===== config.mk =====
export PLATFORM = sky130hd
export DESIGN_NAME = tc0480scp_rom_cache
export DESIGN_NICKNAME = d
export VERILOG_FILES = /design/src/rtl/tc0480scp_rom_cache_pkg.sv /design/src/rtl/tc0480scp_cache_ram.sv /design/src/rtl/tc0480scp_rom_cache.sv
export SDC_FILE = /design/constraint.sdc
export NUM_CORES = 2
export LEC_CHECK = 0
export ABC_AREA = 1
export CAP_MARGIN = 25
export CORE_ASPECT_RATIO = 1.25
export CORE_MARGIN = 1
export CORE_UTILIZATION = 25
export CTS_BUF_LIST = sky130_fd_sc_hd__clkbuf_8
export CTS_CLUSTER_SIZE = 12
export DETAILED_ROUTE_END_ITERATION = 8
export DONT_BUFFER_PORTS = 1
export GPL_ROUTABILITY_DRIVEN = 1
export PLACE_DENSITY = 0.5
export REMOVE_ABC_BUFFERS = 1
export SLEW_MARGIN = 20
export SYNTH_ARGS = -nofsm -noshare
export SYNTH_HDL_FRONTEND = slang
export SYNTH_MEMORY_MAX_BITS = 65536
export SYNTH_SLANG_ARGS = --single-unit

===== constraint.sdc =====
create_clock -name clk -period 15.15 [get_ports clk]
set_clock_uncertainty 0.2 [all_clocks]
set_input_delay 3.03 -clock clk [delete_from_list [all_inputs] [get_ports clk]]
set_output_delay 3.03 -clock clk [all_outputs]
set_load 0.005 [all_outputs]

===== src/rtl/tc0480scp_rom_cache_pkg.sv =====
// Shared types and sizing for the TC0480SCP tilemap gfx ROM cache.
// Address geometry: 21-bit byte address and 64-bit lines. Tag = address bits above index.
package tc0480scp_rom_cache_pkg;

  typedef enum logic [1:0] {
    ST_IDLE,
    ST_LOOKUP,
    ST_FILL,
    ST_RESPOND
  } cache_state_t;

  localparam int CACHE_BITS_DEF = 6;
  localparam int ROM_AW         = 21;
  localparam int SDR_AW         = 27;
  localparam int LINE_W         = 64;
  localparam int TAG_W          = ROM_AW - 3 - CACHE_BITS_DEF;

  function automatic int tag_width(input int cache_bits);
    return ROM_AW - 3 - cache_bits;
  endfunction

endpackage


===== src/rtl/tc0480scp_cache_ram.sv =====
// Single-port synchronous RAM holding {tag, line} per cache entry, registered read.
module tc0480scp_cache_ram #(
  parameter int ADDR_W = 6,
  parameter int DATA_W = 76
) (
  input  logic              clk,
  input  logic              i_we,
  input  logic [ADDR_W-1:0] i_addr,
  input  logic [DATA_W-1:0] i_wdata,
  output logic [DATA_W-1:0] o_rdata
);

  logic [DATA_W-1:0] r_mem [2**ADDR_W];
  logic [DATA_W-1:0] r_rdata;

  // NOTE: the array has no reset so it maps onto block RAM; validity lives in a separate flop vector.
  always_ff @(posedge clk) begin
    if (i_we) r_mem[i_addr] <= i_wdata;
    r_rdata <= r_mem[i_addr];
  end

  assign o_rdata = r_rdata;

endmodule


===== src/rtl/tc0480scp_rom_cache.sv =====
// Direct-mapped read cache between the TC0480SCP gfx ROM port and SDRAM.
// Both sides use toggle handshakes; one request is in flight at a time.
module tc0480scp_rom_cache
  import tc0480scp_rom_cache_pkg::*;
#(
  parameter logic [SDR_AW-1:0] SDR_BASE   = 27'h0,
  parameter int                CACHE_BITS = CACHE_BITS_DEF
) (
  input  logic              clk,
  input  logic              reset,
  input  logic              flush,
  input  logic [ROM_AW-1:0] rom_address,
  input  logic              rom_req,
  output logic [LINE_W-1:0] rom_data,
  output logic              rom_ack,
  output logic [SDR_AW-1:0] sdr_addr,
  output logic              sdr_req,
  input  logic [LINE_W-1:0] sdr_data,
  input  logic              sdr_ack
);

  localparam int TW    = tag_width(CACHE_BITS);
  localparam int RAM_W = TW + LINE_W;
  localparam int DEPTH = 2**CACHE_BITS;

  cache_state_t        r_state;
  logic [ROM_AW-1:3]   r_line_addr;
  logic [LINE_W-1:0]   r_rom_data;
  logic                r_rom_ack;
  logic [SDR_AW-1:0]   r_sdr_addr;
  logic                r_sdr_req;
  logic [DEPTH-1:0]    r_valid;
  logic                r_fill_flushed;

  logic [CACHE_BITS-1:0] w_index_in;
  logic [CACHE_BITS-1:0] w_index;
  logic [TW-1:0]         w_tag;
  logic [CACHE_BITS-1:0] w_ram_addr;
  logic [RAM_W-1:0]      w_ram_rdata;
  logic [RAM_W-1:0]      w_ram_wdata;
  logic                  w_ram_we;
  logic                  w_pending;
  logic                  w_fill_done;
  logic                  w_hit;
  logic [SDR_AW-1:0]     w_sdr_addr;
  logic                  w_unused_ok;

  assign w_index_in  = rom_address[CACHE_BITS+2:3];
  assign w_index     = r_line_addr[CACHE_BITS+2:3];
  assign w_tag       = r_line_addr[ROM_AW-1:CACHE_BITS+3];
  assign w_pending   = (rom_req != r_rom_ack);
  assign w_fill_done = (r_state == ST_FILL) && (sdr_ack == r_sdr_req);
  assign w_unused_ok = ^rom_address[2:0];

  // The RAM read is launched from the live address in IDLE so the tag is ready in LOOKUP.
  assign w_ram_addr  = (r_state == ST_IDLE) ? w_index_in : w_index;
  assign w_ram_we    = w_fill_done && !reset;
  assign w_ram_wdata = {w_tag, sdr_data};

  // A flush in the compare cycle must win over a matching tag.
  assign w_hit = r_valid[w_index] && (w_ram_rdata[RAM_W-1:LINE_W] == w_tag) && !flush;

  assign w_sdr_addr = SDR_BASE + {{(SDR_AW-ROM_AW){1'b0}}, r_line_addr, 3'b000};

  tc0480scp_cache_ram #(
    .ADDR_W (CACHE_BITS),
    .DATA_W (RAM_W)
  ) u_ram (
    .clk     (clk),
    .i_we    (w_ram_we),
    .i_addr  (w_ram_addr),
    .i_wdata (w_ram_wdata),
    .o_rdata (w_ram_rdata)
  );

  // NOTE: sequential state is assigned with <= so every flop samples pre-edge values.
  always_ff @(posedge clk) begin
    if (reset) begin
      r_state        <= ST_IDLE;
      r_line_addr    <= '0;
      r_rom_data     <= '0;
      r_rom_ack      <= 1'b0;
      r_sdr_addr     <= '0;
      r_sdr_req      <= 1'b0;
      r_fill_flushed <= 1'b0;
    end else begin
      case (r_state)
        ST_IDLE: begin
          if (w_pending) begin
            r_line_addr <= rom_address[ROM_AW-1:3];
            r_state     <= ST_LOOKUP;
          end
        end
        ST_LOOKUP: begin
          if (w_hit) begin
            r_rom_data <= w_ram_rdata[LINE_W-1:0];
            r_state    <= ST_RESPOND;
          end else begin
            r_sdr_addr     <= w_sdr_addr;
            r_sdr_req      <= ~r_sdr_req;
            r_fill_flushed <= 1'b0;
            r_state        <= ST_FILL;
          end
        end
        ST_FILL: begin
          if (flush) r_fill_flushed <= 1'b1;
          if (w_fill_done) begin
            r_rom_data <= sdr_data;
            r_state    <= ST_RESPOND;
          end
        end
        ST_RESPOND: begin
          r_rom_ack <= ~r_rom_ack;
          r_state   <= ST_IDLE;
        end
      endcase
    end
  end

  // A fill that saw a flush while outstanding still writes the RAM but stays invalid.
  always_ff @(posedge clk) begin
    if (reset || flush) begin
      r_valid <= '0;
    end else if (w_fill_done && !r_fill_flushed) begin
      r_valid[w_index] <= 1'b1;
    end
  end

  assign rom_data = r_rom_data;
  assign rom_ack  = r_rom_ack;
  assign sdr_addr = r_sdr_addr;
  assign sdr_req  = r_sdr_req;

endmodule


### Word level (Yosys, flattened, before mapping)

Memory sizes are Yosys's and may differ from the RTL's. A register that Yosys moved wholly into a read port is not among the register bits.
Index checks and enable logic that the tools add are counted.

* input port bits: 90
* memory bits (writable): 4864
* output and inout port bits: 93
* memories kept: 1
* register bits after elaboration: 169

Memory list
* u_ram.r_mem: words 64, bits a word 76, read ports 1, clocked after Yosys merged registers in 1, write ports 1, line tc0480scp_cache_ram.sv:13 `logic [DATA_W-1:0] r_mem [2**ADDR_W];`

* $lt $le $gt $ge: 2
* reduce and logical (&&, ||, !) cells: 17
* equal/unequal tests: 11
* bitwise operators: 4
* muxes and demuxes: 17

Operators by type and width (count)
* 2-to-1 mux 64 bit: 2
* case mux 64 bit (2 select lines): 1
* bitwise OR 64 bit: 1
* equality test 12 bit: 1
* inequality test 2 bit (second input constant): 5
* case mux 2 bit (4 select lines): 1
* < comparator 6 x 7 -> 1 bit (second input constant): 1
* 2-to-1 mux 1 bit: 7
* binary-select mux 1 bit (select 6 bit): 1
* demux 1 bit (select 6 bit): 1
* >= comparator 6 x 1 -> 1 bit (second input constant): 1
* logical AND 1 bit: 6
* 2-to-1 mux 6 bit: 1
* AND reduction 2 bit: 3
* AND reduction 3 bit: 2
* equality test 2 bit (second input constant): 2
* 2-to-1 mux 2 bit: 2
* zero test 1 bit: 3
* inverter 1 bit: 3
* equality test 2 x 1 -> 1 bit (second input constant): 1
* zero test 2 bit: 1
* case mux 1 bit (2 select lines): 1
* nonzero test 2 bit: 1
* equality test 1 bit: 1
* 2 further kinds: 2

### Logic depth before layout (Yosys ltp)

* depth in word-level cells: 6
* gate-level depth with buffers: 18

### By module

A second synthesis with hierarchy kept.

* cell total of the unflattened synthesis: 21230
* area, all modules: 212864.2 um2

By module, submodules not included
* tc0480scp_cache_ram: seq. area each 147581.5 um2, cells an instance 19940, times used 1, area each 204748.9 um2
* tc0480scp_rom_cache: seq. area each 3383.2 um2, cells an instance 1290, times used 1, area each 8115.3 um2

### Worst setup path before layout

Ideal clock, no wire load.

* kind: input port to flip-flop
* from: input rom_address[7]
* to: memory u_ram.r_mem[40][0], enable pin
* slack: 4.951 ns
* cell stages on the path: 8
* arrival time: 9.395 ns
* library setup time: 0.604 ns
* path buffers: 2
* cell sequence: or2_1 o21ai_2 inv_2 nor3_2 clkbuf_1 buf_2 inv_2 nor3_1

* longest elaborated chain between the ends: 1

Ends and longest elaborated chain
* from (decl): line tc0480scp_rom_cache.sv:12 `input logic [ROM_AW-1:0] rom_address,`
* 2-to-1 mux 6 bit: line tc0480scp_rom_cache.sv:56 `assign w_ram_addr = (r_state == ST_IDLE) ? w_index_in : w_index;`
* to (decl): line tc0480scp_cache_ram.sv:13

Every way passes these cells.

### Worst setup path after layout

* from: input rom_address[3]
* to: memory u_ram.r_mem[4][49], enable pin

The elaborated chain is that of the path after synthesis.

==> impl_metrics.tcl <==
set metrics [dict create \
    status "complete, no violations" \
    hold_violations 0 \
    reg2reg_depth 10 \
    synth_largest_area_cell "edfxtp_1" \
    overflow 0 \
    root_buffer "clkbuf_8" \
    path_cells "inv_1 -> nand2_1 -> nand2_1 -> nand3_1 -> inv_8 -> nand2_1 -> nor2_4 -> buf_4 -> buf_4" \
    drv_cap 0 \
    cts_buffer_depth 4 \
    ys_warn_count 0 \
    r2r_setup_slack_ps 8500 \
    rsz0062_at_grt "false" \
    antenna_left 0 \
    hold_buffers 0 \
    cts_buffers 784 \
    maxSlewHeadroom_pct 24.12 \
    via_per_inst 4.887 \
    worstHoldPathType "reg -> reg" \
    critical_path_buf_inv_count 4 \
    io_buffer_count 0 \
    synthCells 11960 \
    htree_levels 6 \
    wirelength_mm 660.3 \
    critPathMaxFanout 39 \
    slowest_stage "buf_4" \
    powerDensity_mw_per_mm2 164.0 \
    nFillCells 74710 \
    synthTopCellsByArea "edfxtp_1 (78%), a22oi_1 (7.7%), nand2_1 (4.5%)" \
    gr-usage-all-layers_pct 16.77 \
    die_x_um 775.8 \
    power_leakage_nw 69.04 \
    clkLatencyLatePin_ps 1390 \
    fin_nets 12480 \
    ys_top_cells_by_count "edfxtp_1 (4864), nand2_1 (2268), a22oi_1 (1911), nand4_1 (587), nor2_1 (453)" \
    routedWlPerCell_um 28.70 \
    die-area_mm2 0.7520 \
    drt-pass1-iter-count 7 \
    grt_max_degree 140 \
    endpoint_kind "flip-flop" \
    setup_tns_ps 0 \
    clk_pin_slew_ps 70 \
    crit_start "rom_address[3]" \
    drc 0 \
    area_growth_pct 14.81 \
    dp_hpwl_mm 326.2 \
    peakVddDrop_mv 0.1943 \
    start_kind "input pin" \
    placementRows 354 \
    die_height_um 969.3 \
    crit_end "u_ram.r_mem[4][49]" \
    slowest_delay_ps 930 \
    synth.distinct_cells 41 \
    required_ps 15890 \
    total_power_w 0.03524 \
    layout-drive-gt1-share_pct 10.62 \
    ys_ff_latch 5109 \
    first_global_vias 110900 \
    crit_cells 9 \
    setup_viol 0 \
    cts_tree "done" \
    ioPinCount 183 \
    vias 112400 \
    tightest_slew_ps 1138 \
    worst_ep_arrival_time_ps 7850 \
    slew_violations 0 \
    synth-edff-count 4864 \
    reg2reg_from "r_line_addr[3]" \
    max_freq_mhz 140.6 \
    finalCritPeriodShare_pct 46.96 \
    core-area_mm2 0.7446 \
    synth-main-ff-cell "edfxtp_1" \
    worstSetupPathType "in -> reg" \
    cts_resized 0 \
    cts_setup_buffers 0 \
    syn_area_mm2 0.1871 \
    start_util_pct 25.13 \
    cpMostUsedCell "nand2_1" \
    clock-sinks 5109 \
    antenna_found_initial 24 \
    synth.most_common_cell "edfxtp_1" \
    drt-initial-drc-count 13360 \
    grt_pass1_wl_mm 899.1 \
    crit_family "simple AND/OR/NAND/NOR gates" \
    async_flop_share_pct 0 \
    synth.avg_cell_area_um2 15.65 \
    reg2reg_to "u_ram.r_mem[4][49]" \
    period_needed_ps 7114 \
    seq_area_frac_synth_pct 80.68 \
    synth_top_area_share_pct 78.06 \
    place_congestion 0.7595 \
]
[power by group]
group | internal (W) | switching [W] | leakage, nW
registers | 0.0159 | 0.000181 | 45.9
logic | 0.00214 | 0.00608 | 14.6
clock network | 0.00529 | 0.00565 | 8.56
[flip-flops by register name (all words and copies together) (netlist names)]
register        cells
rom_ack             1
r_fill_flushed      1
r_state             2
sdr_addr           18
r_valid            64
sdr_req             1
u_ram.o_rdata      76
r_line_addr        18
rom_data           64
u_ram.r_mem      4864
[routing by layer]
metal	GRT usage [%]	up-vias	routed length, um
li1	-	47090	-
met1	21.39	59070	264400
met2	28.82	5133	322800
met3	2.913	1135	50710
met4	5.536	2	22430
met5	0	-	12
[logic make-up after synthesis]
logic type	share of synthesized area, %
other	0.002004
xor gates and xnor gates	0.02340
AOI/OAI and AO/OA	9.044
adders and majority gates	0.03343
DFF	80.68
buffers and inverters	2.323
and+or+nand+nor	7.896
[worst min-delay path: cells and delay by family (launching register included)]
family                 cells  cell delay (ps)
buffers and inverters      1               60
AOI/OAI and AO/OA          1               60
DFF                        1              290
[cell type report]
class | count | area (um^2) | area share (%)
sequential | 5109 | 151000 | 70.28
tap | 9968 | 12470 | 5.805
inverter | 367 | 1448 | 0.6738
clock inverter | 607 | 3452 | 1.607
multi-input combinational | 5821 | 32450 | 15.11
timing repair buffer | 306 | 2853 | 1.328
antenna | 18 | 45.04 | 0.02097
clock buffer | 809 | 11130 | 5.183
[through the flow]
stage	worst slack [ps]	hold WS, ps	util [%]	cells	instance area [um^2]
3_5_place_dp	6645	247.6	26.88	21570	200100
4_1_cts	8076	256.1	28.84	22980	214700
3_3_place_gp	6651	241.4	26.83	21550	199800
2_1_floorplan	1030	229.3	-	11300	184200
6_report	8036	253.9	28.85	23010	214800
5_1_grt	7995	272.9	28.85	23000	214800
[worst min path at each step]
stage / startpoint / to / slack, ps / cells past startpoint
final: r_valid[25] / r_valid[25] / 250 / 2
after global routing: r_valid[52] / r_valid[52] / 270 / 2
after CTS: r_valid[12] / r_valid[12] / 260 / 2
after detailed placement: r_valid[18] / r_valid[18] / 250 / 2
after global placement: r_valid[4] / r_valid[4] / 240 / 2
after floorplan: r_valid[4] / r_valid[4] / 230 / 2
[cells in the final DEF, fill, tap and decap left out, drive strengths merged]
cell	synthesis	final
conb	1	9
or2	6	6
a22oi	1911	1911
o211ai	1	1
o2bb2ai	9	9
o21ai	163	163
a22o	1	1
diode	0	18
nand3	97	97
inv	362	711
clkinvlp	0	11
nand4	587	587
nand2	2268	2268
bufinv	0	16
clkinv	5	236
nand3b	4	4
dfxtp	245	245
o2111ai	41	41
ha	5	5
nor4	8	8
o22ai	15	15
a211oi	3	3
clkbuf	286	812
and2	16	16
nor2	457	457
a21oi	114	114
nor3	20	20
xnor2	1	1
o21a	81	81
buf	385	303
xor2	4	4
edfxtp	4864	4864
Note: power is estimated with default switching activity, not from simulation.
